===== src/rtl/ov7670_cfg_sequencer.sv =====
// ov7670_cfg_sequencer
//   Walks a fixed OV7670 register table after reset and feeds the SCCB byte
//   master one register write per entry: register-address byte, then the
//   value byte, chained in a single transaction to DEV_ADDR.
//   Build option: define OV_CFG_DELAY_EN to treat reg_addr 8'hFF entries as
//   "wait val ms" markers instead of register writes.
//
// Master handshake: i_ready high means the master is idle and can take a
// request. o_enable high is the request. The master signals acceptance by
// dropping i_ready while o_enable is high, and signals the end of the byte by
// raising i_ready again. o_enable is held high across the register-address
// byte so the master chains the value byte without a STOP, and is dropped
// once the value byte is accepted.
module ov7670_cfg_sequencer #(
  parameter int unsigned CLK_FREQ_HZ = 25000000,
  parameter logic [6:0]  DEV_ADDR    = 7'h21,
  parameter int unsigned NUM_REGS    = 16,
  parameter int unsigned PWRUP_MS    = 2
) (
  input  logic       i_clk,
  input  logic       i_rst_n,
  input  logic       i_start,
  input  logic       i_ready,
  output logic [6:0] o_addr,
  output logic [7:0] o_din,
  output logic       o_enable,
  output logic       o_rd_wr,
  output logic       o_busy,
  output logic       o_done,
  output logic [7:0] o_index,
  output logic [2:0] o_state
);

  localparam int unsigned TICK_CYCLES = (CLK_FREQ_HZ / 1000 < 1) ? 1 : CLK_FREQ_HZ / 1000;
  localparam int unsigned MS_W        = (TICK_CYCLES > 1) ? $clog2(TICK_CYCLES) : 1;
  localparam logic [MS_W-1:0] MS_LAST = MS_W'(TICK_CYCLES - 1);
  localparam logic [7:0] LAST_IDX     = 8'(NUM_REGS - 1);
  localparam logic [7:0] PWRUP_CNT    = 8'(PWRUP_MS);

  typedef enum logic [2:0] {
    S_PWRUP    = 3'd0,
    S_FETCH    = 3'd1,
    S_REQ_REG  = 3'd2,
    S_WAIT_REG = 3'd3,
    S_REQ_VAL  = 3'd4,
    S_WAIT_VAL = 3'd5,
    S_DELAY    = 3'd6,
    S_DONE     = 3'd7
  } state_t;

  state_t          state_q, state_d;
  logic [7:0]      index_q;
  logic [7:0]      val_q;
  logic [7:0]      din_q;
  logic            en_q;
  logic            busy_q;
  logic            done_q;
  logic [7:0]      dly_q;
  logic [MS_W-1:0] ms_q;

  logic [15:0]     rom_entry;
  logic [7:0]      rom_reg;
  logic [7:0]      rom_val;
  logic            skip_entry;
  logic            ms_tick;
  logic            dly_over;
  logic            is_last;
  logic            advance;

  // Register table ROM; index 8 is a 3 ms settle marker when delay entries
  // are enabled, otherwise it is written to the unused register 0xFF.
  always_comb begin
    rom_entry = 16'h0000;
    case (index_q)
      8'd0:    rom_entry = 16'h1280; // COM7 soft reset
      8'd1:    rom_entry = 16'h1101; // CLKRC prescaler
      8'd2:    rom_entry = 16'h1204; // COM7 RGB output
      8'd3:    rom_entry = 16'h0C00; // COM3
      8'd4:    rom_entry = 16'h3E00; // COM14
      8'd5:    rom_entry = 16'h40D0; // COM15 RGB565 full range
      8'd6:    rom_entry = 16'h8C00; // RGB444 off
      8'd7:    rom_entry = 16'h0400; // COM1
      8'd8:    rom_entry = 16'hFF03; // settle marker / dummy write
      8'd9:    rom_entry = 16'h3A04; // TSLB
      8'd10:   rom_entry = 16'h1418; // COM9 AGC ceiling
      8'd11:   rom_entry = 16'h4FB3; // MTX1
      8'd12:   rom_entry = 16'h50B3; // MTX2
      8'd13:   rom_entry = 16'h523D; // MTX4
      8'd14:   rom_entry = 16'h53A7; // MTX5
      8'd15:   rom_entry = 16'h54E4; // MTX6
      default: rom_entry = 16'h0000;
    endcase
  end

  assign rom_reg  = rom_entry[15:8];
  assign rom_val  = rom_entry[7:0];
  assign ms_tick  = (ms_q == MS_LAST);
  assign dly_over = (dly_q == 8'd0) || (ms_tick && (dly_q == 8'd1));
  assign is_last  = (index_q == LAST_IDX);

  // Decide whether the fetched entry is a delay marker rather than a write.
  always_comb begin
    skip_entry = 1'b0;
`ifdef OV_CFG_DELAY_EN
    skip_entry = (rom_reg == 8'hFF);
`endif
  end

  // Next-state logic for the table walk.
  always_comb begin
    state_d = state_q;
    case (state_q)
      S_PWRUP:    if (dly_over) state_d = S_FETCH;
      S_FETCH:    state_d = skip_entry ? S_DELAY : S_REQ_REG;
      S_REQ_REG:  if (en_q && !i_ready) state_d = S_WAIT_REG;
      S_WAIT_REG: if (i_ready) state_d = S_REQ_VAL;
      S_REQ_VAL:  if (!i_ready) state_d = S_WAIT_VAL;
      S_WAIT_VAL: begin
        if (i_ready) begin
          if (index_q == 8'd0) state_d = S_DELAY;
          else if (is_last)    state_d = S_DONE;
          else                 state_d = S_FETCH;
        end
      end
      S_DELAY:    if (dly_over) state_d = is_last ? S_DONE : S_FETCH;
      S_DONE:     if (i_start) state_d = S_FETCH;
      default:    state_d = S_PWRUP;
    endcase
  end

  // Index moves on only when leaving a finished entry for the next fetch.
  assign advance = (state_d == S_FETCH) &&
                   ((state_q == S_WAIT_VAL) || (state_q == S_DELAY));

  // State register.
  always_ff @(posedge i_clk or negedge i_rst_n) begin
    if (!i_rst_n) state_q <= S_PWRUP;
    else          state_q <= state_d;
  end

  // Millisecond prescaler and ms countdown, active only while waiting.
  always_ff @(posedge i_clk or negedge i_rst_n) begin
    if (!i_rst_n) begin
      ms_q  <= '0;
      dly_q <= PWRUP_CNT;
    end else begin
      if ((state_q == S_PWRUP) || (state_q == S_DELAY)) begin
        ms_q <= ms_tick ? '0 : ms_q + 1'b1;
        if (ms_tick && (dly_q != 8'd0)) dly_q <= dly_q - 8'd1;
      end else begin
        ms_q <= '0;
      end
      if ((state_q == S_WAIT_VAL) && (state_d == S_DELAY)) dly_q <= 8'd1;
      if ((state_q == S_FETCH) && skip_entry)              dly_q <= rom_val;
    end
  end

  // Entry latch, byte mux, request flag and status flags.
  always_ff @(posedge i_clk or negedge i_rst_n) begin
    if (!i_rst_n) begin
      index_q <= 8'd0;
      val_q   <= 8'd0;
      din_q   <= 8'd0;
      en_q    <= 1'b0;
      busy_q  <= 1'b1;
      done_q  <= 1'b0;
    end else begin
      busy_q <= (state_d != S_DONE);
      done_q <= (state_d == S_DONE);
      if (advance) index_q <= index_q + 8'd1;
      case (state_q)
        S_FETCH: begin
          val_q <= rom_val;
          if (!skip_entry) din_q <= rom_reg;
        end
        S_REQ_REG:  if (i_ready) en_q <= 1'b1;
        S_WAIT_REG: if (i_ready) din_q <= val_q;
        S_REQ_VAL:  if (!i_ready) en_q <= 1'b0;
        S_DONE:     if (i_start) index_q <= 8'd0;
        default: ;
      endcase
    end
  end

  assign o_addr   = DEV_ADDR;
  assign o_rd_wr  = 1'b0;
  assign o_din    = din_q;
  assign o_enable = en_q;
  assign o_busy   = busy_q;
  assign o_done   = done_q;
  assign o_index  = index_q;
  assign o_state  = state_q;

endmodule


===== config.mk =====
export PLATFORM = sky130hd
export DESIGN_NAME = ov7670_cfg_sequencer
export DESIGN_NICKNAME = d
export VERILOG_FILES = /design/src/rtl/ov7670_cfg_sequencer.sv
export SDC_FILE = /design/constraint.sdc
export NUM_CORES = 1
export LEC_CHECK = 0
export CORE_ASPECT_RATIO = 1.4
export CORE_MARGIN = 5
export CORE_UTILIZATION = 50
export DETAILED_ROUTE_END_ITERATION = 8
export MAX_ROUTING_LAYER = met4
export PLACE_DENSITY = 0.69
export SLEW_MARGIN = 20
export SYNTH_ARGS = -nofsm -noshare
export SYNTH_HDL_FRONTEND = slang
export SYNTH_SLANG_ARGS = --single-unit

===== constraint.sdc =====
create_clock -name i_clk -period 4.2 [get_ports i_clk]
set_input_delay 0.84 -clock i_clk [delete_from_list [all_inputs] [get_ports i_clk]]
set_output_delay 0.84 -clock i_clk [all_outputs]
set_load 0.02 [all_outputs]

* Word-level counts from Yosys, hierarchy flattened *
Memories as Yosys holds them, arrays and structs flattened.
Index checks and enable logic that the tools add are counted.

word-level totals
  bits in read-only memories = 256
  output and inout port bits = 30
  register bits after elaboration = 53
  bits in writable memories = 0
  word-level logic and storage cells = 75
  memories kept = 1
  bits of input ports = 4
  bits in latches = 0

memory list
  name             depth  bits a word  read ports  clocked after Yosys merged registers in  write ports  line  source
  (no name shown)  16     16           1           0                                        0            74    case (index_q)

cells by class
  multiplexer cells = 24
  reductions and logical operators = 21
  equal/unequal tests = 17
  bitwise operators = 0
  shifts and indexed selects = 0
  $mul = 0
  add/sub/neg operators = 3
  order comparisons = 0
  divide/modulo/power cells = 0

operators by type and width
  operator                                              count
  2-to-1 mux 8 bit                                      7
  2-to-1 mux 15 bit                                     2
  2-to-1 mux 3 bit                                      9
  one-hot mux 3 bit (8 select lines)                    1
  equality test 3 bit (second input constant)           6
  zero test 8 bit                                       2
  2-to-1 mux 16 bit                                     1
  one-hot mux 8 bit (2 select lines)                    1
  adder 15 x 1 -> 15 bit (second input constant)        1
  equality test 15 bit (second input constant)          1
  adder 8 x 1 -> 8 bit (second input constant)          1
  equality test 8 x 1 -> 1 bit (second input constant)  1
  equality test 8 x 4 -> 1 bit (second input constant)  1
  nonzero test 2 bit                                    4
  nonzero test 8 bit                                    1
  subtractor 8 x 1 -> 8 bit (second input constant)     1
  equality test 3 x 1 -> 1 bit (second input constant)  2
  equality test 3 x 2 -> 1 bit (second input constant)  2
  != test 2 bit (second input constant)                 3
  logical AND 1 bit                                     5
  zero test 4 bit                                       1
  AND reduction 2 bit                                   2
  zero test 3 bit                                       1
  logical OR 1 bit                                      3
  other kinds (5)                                       6

* Depth between registers and ports, before layout *
  depth after elaboration = 10
  gate-level depth with buffers = 8

* Worst setup path after synthesis *
No wires, ideal clock.

  kind = reg-to-reg
  start = register dly_q[4]
  end = register index_q[7] (netlist: o_index[7])
  cell stages (with the launch flop) = 7
  arrival = 2.358 ns
  path buffers = 0
  data required time = 4.123 ns
  library setup time = 0.077 ns
  path slack = 1.764 ns
  cells stage by stage = dfrtp_1 or4_4 or3_4 o2bb2a_4 o211a_4 or4_1 a21oi_1

between the ends
  word-level cells in the longest chain between the ends = 10
  elaborated cells between the ends (all ways) = 12
  classes of those cells = eq/ne: 2; mux: 6; reduce/logical: 4

ends and longest elaborated chain
  element                                 line      source
  start: declaration                      58        logic [7:0] dly_q;
  start signal: assignment                149       if (ms_tick && (dly_q != 8'd0)) dly_q <= dly_q - 8'd1;
  start signal: assignment                154       if ((state_q == S_FETCH) && skip_entry) dly_q <= rom_val;
  equality test 8 x 1 -> 1 bit            98        assign dly_over = (dly_q == 8'd0) || (ms_tick && (dly_q == 8'd1));
  logical AND 1 bit                       98
  logical OR 1 bit (*)                    98
  2-to-1 mux 3 bit (on tied branches)     125, 113
  one-hot mux 3 bit (8 select lines) (*)  112       case (state_q)
  equality test 3 x 1 -> 1 bit (*)        132       assign advance = (state_d == S_FETCH) &&
  logical AND 1 bit (*)                   132
  2-to-1 mux 8 bit (*)                    170       if (advance) index_q <= index_q + 8'd1;
  2-to-1 mux 8 bit                        179       S_DONE: if (i_start) index_q <= 8'd0;
  2-to-1 mux 8 bit (*)                    171       case (state_q)
  end signal: assignment                  170
  end: declaration                        52        logic [7:0] index_q;

Mark *: on every way between the ends. The rest lies on a longest branch, timed or not.
A chain may end at the register's enable or synchronous reset.

* Final worst setup path *
  start = register index_q[3] (netlist: o_index[3])
  end = output port o_index[3]

RTL lines
  element           line  source
  end: declaration  30    output logic [7:0] o_index,

No word-level cell between the ends.

==> run_results.csv <==
group,metric,value,unit
synth,synth_seq_area_share,0.428,
synth,synthMuxAreaShare,0.00968,
timing,tightest_slew,0.901,ns
route,drt-initial-drc-count,130,
clock_network,numCtsBuffers,5,
synth,synth_top_family_by_area,"simple AND/OR/NAND/NOR gates",
placement,dpl.hpwl,4600,um
power,cellPowerDensity,602,nW/um2
setup_path,ff2ff_setup_slack,1.47,ns
worst_hold_path,hold_class,"in -> async",
grt,grt_pass1_wl,10900,um
clock_network,h-tree-depth,2,
setup_path,cp_num_buf_inv,1,
synth,synth_fa_ha_area_frac,0.0524,
timing,relSlewSlack,0.399,
setup_path,worstPathArrival,1.99,ns
setup_path,cp-endpoint,"o_index[3]",
synth,syn_avg_cell_area,8.92,um2
timing,drv_slew,0,
clock_network,postCtsHoldBufs,0,
timing,fin_crit,2.83,ns
power,p_leak,0.00142,uW
power,swShare,0.429,
placement,place.port_buffers,25,
synth,synth_seq_cells,53,
floorplanning,dieArea,7900,um2
route,drtPass1Iterations,4,
power,pwr-share-clk,0.139,
floorplanning,start_util,0.507,
setup_path,rr_worst_depth,8,
floorplanning,die_height,103,um
setup_path,r2r_start,"o_index[0]$_DFF_PN0_",
clock_network,clk_pin_slew_worst_paths,0.09,ns
timing,post-route-period-util,0.673,
placement,dp.cells,430,
synth,synth_xor_area_frac,0.0536,
timing,skew,0.00737,ns
clock_network,cts_root_buf,"clkbuf_8",
synth,synth-simple-area-share,0.235,
grt,grt_max_degree,52,
floorplanning,die_width,76.6,um
clock_network,cts-resized-gates,0,
power,p_comb_frac,0.456,
cells_and_area,stdcell_count,437,
cells_and_area,nets,382,
cells_and_area,areaGrowthSynthToFinish,11.0,%
grt,track_usage,0.172,
synth,synthTopCellsByCount,"51 x dfrtp_1, 39 x nor2_1, 31 x a21oi_1",
synth,ys_top_cells_by_area,"dfrtp_1 41%, ha_1 5.2%, a21oi_1 5.0%, nor2_1 4.7%, o21ai_0 3.9%",
setup_path,crit_path_max_fanout,32,
setup_path,cp-end-kind,"primary output",
setup_path,rr_endpoint,"o_index[6]$_DFF_PN0_",
clock_network,clk_latency,0.30,ns
synth,synth_cell_types,51,
clock_network,cts_tree,"done",
power,power_switching,888,uW
power,power.internal,1180,uW
route,wl_per_cell,14.9,um
outcome,status,"finished, final reports clean",
route,drc_errors,0,
synth,synth.top_cell.area_share,0.411,
synth,synth_ff_type,"dfrtp_1",
synth,syn_inst,348,
power,p_total,2070,uW
setup_path,path_delay_family,"flip-flops",
setup_path,cp.required,3.36,ns
cells_and_area,nFillCells,609,
clock_network,cts.sinks,53,
floorplanning,core,6130,um2
route,ant_nets,0,
floorplanning,rows,34,
placement,place.gp.congestion,0.782,
grt,grt_pass1_vias,2370,
synth,synth_warnings,0,
power,seqPwrFrac,0.405,
cells_and_area,layout-drive-gt1-share,0.0630,
timing,finalSetupViolations,0,
grt,antenna_found_initial,0,
synth,synth-compound-area-share,0.162,
route,post_drt_via_cell_ratio,5.66,
placement,place_area,3360,um2
setup_path,path_class,"reg -> out",
setup_path,path_cells,"clkdlybuf4s50_1",
timing,setup_tns,0,ns
cells_and_area,fin_area,3440,um2
synth,syn_area,3100,um2
timing,hold_slack,0.316,ns
synth,synth_edf_count,0,
clock_network,cts_buffer_depth,2,
route,wl,6520,um
setup_path,max_stage_delay,0.94,ns
synth,synthArstFlopShare,1.00,
floorplanning,io_pins,34,
synth,yosys.area.top_type,"dfrtp_1",
timing,fmax,354,MHz
setup_path,critPathSlowestCell,"dfrtp_1",
setup_path,start_kind,"register",
timing,grt_setup_unrepaired,"false",
cells_and_area,diodes,0,
setup_path,cp_num_cells,1,
timing,hold_viol_final,0,
grt,overflow,0,
clock_network,post_cts_buffers,0,
setup_path,cp-startpoint,"o_index[3]$_DFF_PN0_",
power,peakVddDrop,0.000317,V
synth,synth_most_common_cell,"dfrtp_1",
run,max_cap_violations,0,
route,vias,2475,
-- placed cells by master, fill, tap and decap left out, types with 11 or more instances in the layout --
cell type and instances:
nand3_1 15, nand2_1 27, nor2_1 39, inv_1 13, o21ai_0 24, clkdlybuf4s50_1 24
dfrtp_1 51, xor2_1 11, ha_1 13, a21oi_1 31
-- routing by layer --
layer  global-route usage  wire length, um
met4               0.0377               38
met2                0.325             3520
met5                    -                0
met1                0.193             2790
met3               0.0277              173
-- layout make-up --
| cell class | instances | area (um2) | area share |
|---|---|---|---|
| inverters | 13 | 48.8 | 0.0142 |
| multi-input cells | 264 | 1620 | 0.471 |
| clock buffers | 7 | 86.3 | 0.0251 |
| well taps | 72 | 90.1 | 0.0262 |
| flip-flops and latches | 53 | 1330 | 0.386 |
| repair buffers | 28 | 268 | 0.0777 |
-- flip-flops by register name, indices dropped and copies added (netlist names), 3 cells and up --
register  cells
dly_q         8
o_state       3
o_index       8
o_din         8
val_q         8
ms_q         15
-- through the flow --
step           setup slack [ns]  utilization
2_1_floorplan              1.76            -
3_3_place_gp               1.35        0.548
3_5_place_dp               1.30        0.548
4_1_cts                    1.37        0.562
5_1_grt                    1.24        0.562
6_report                   1.37        0.562
-- kinds of logic (layout without fill, tap and decap cells) --
| group | Yosys count | in the layout |
|---|---|---|
| mux | 3 | 3 |
| compound gates | 82 | 82 |
| simple gates | 139 | 139 |
| xor+xnor | 19 | 19 |
| buf+inv | 37 | 48 |
| fa+ha+maj | 13 | 13 |
| other cells | 2 | 8 |
| flops | 53 | 53 |
-- power groups by stage --
stage	registers [uW]	clock network, uW	logic, uW
3_3_place_gp	844	0	936
5_1_grt	869	328	1060
4_1_cts	840	303	956
3_5_place_dp	852	0	950
2_1_floorplan	848	0	636
6_report	839	288	945
-- how the worst min path moves through the flow --
stage / from / end / slack [ns] / cells after the start
final: i_rst_n / o_din[7]$_DFFE_PN0P_ / 0.32 / 1
after global routing: i_rst_n / o_din[7]$_DFFE_PN0P_ / 0.29 / 1
after CTS: i_rst_n / o_din[7]$_DFFE_PN0P_ / 0.30 / 1
after detailed placement: ms_q[0]$_DFF_PN0_ / ms_q[0]$_DFF_PN0_ / 0.45 / 1
after global placement: ms_q[0]$_DFF_PN0_ / ms_q[0]$_DFF_PN0_ / 0.44 / 1
after floorplan: ms_q[0]$_DFF_PN0_ / ms_q[0]$_DFF_PN0_ / 0.42 / 1
Note: power is estimated with default switching activity, not from simulation.
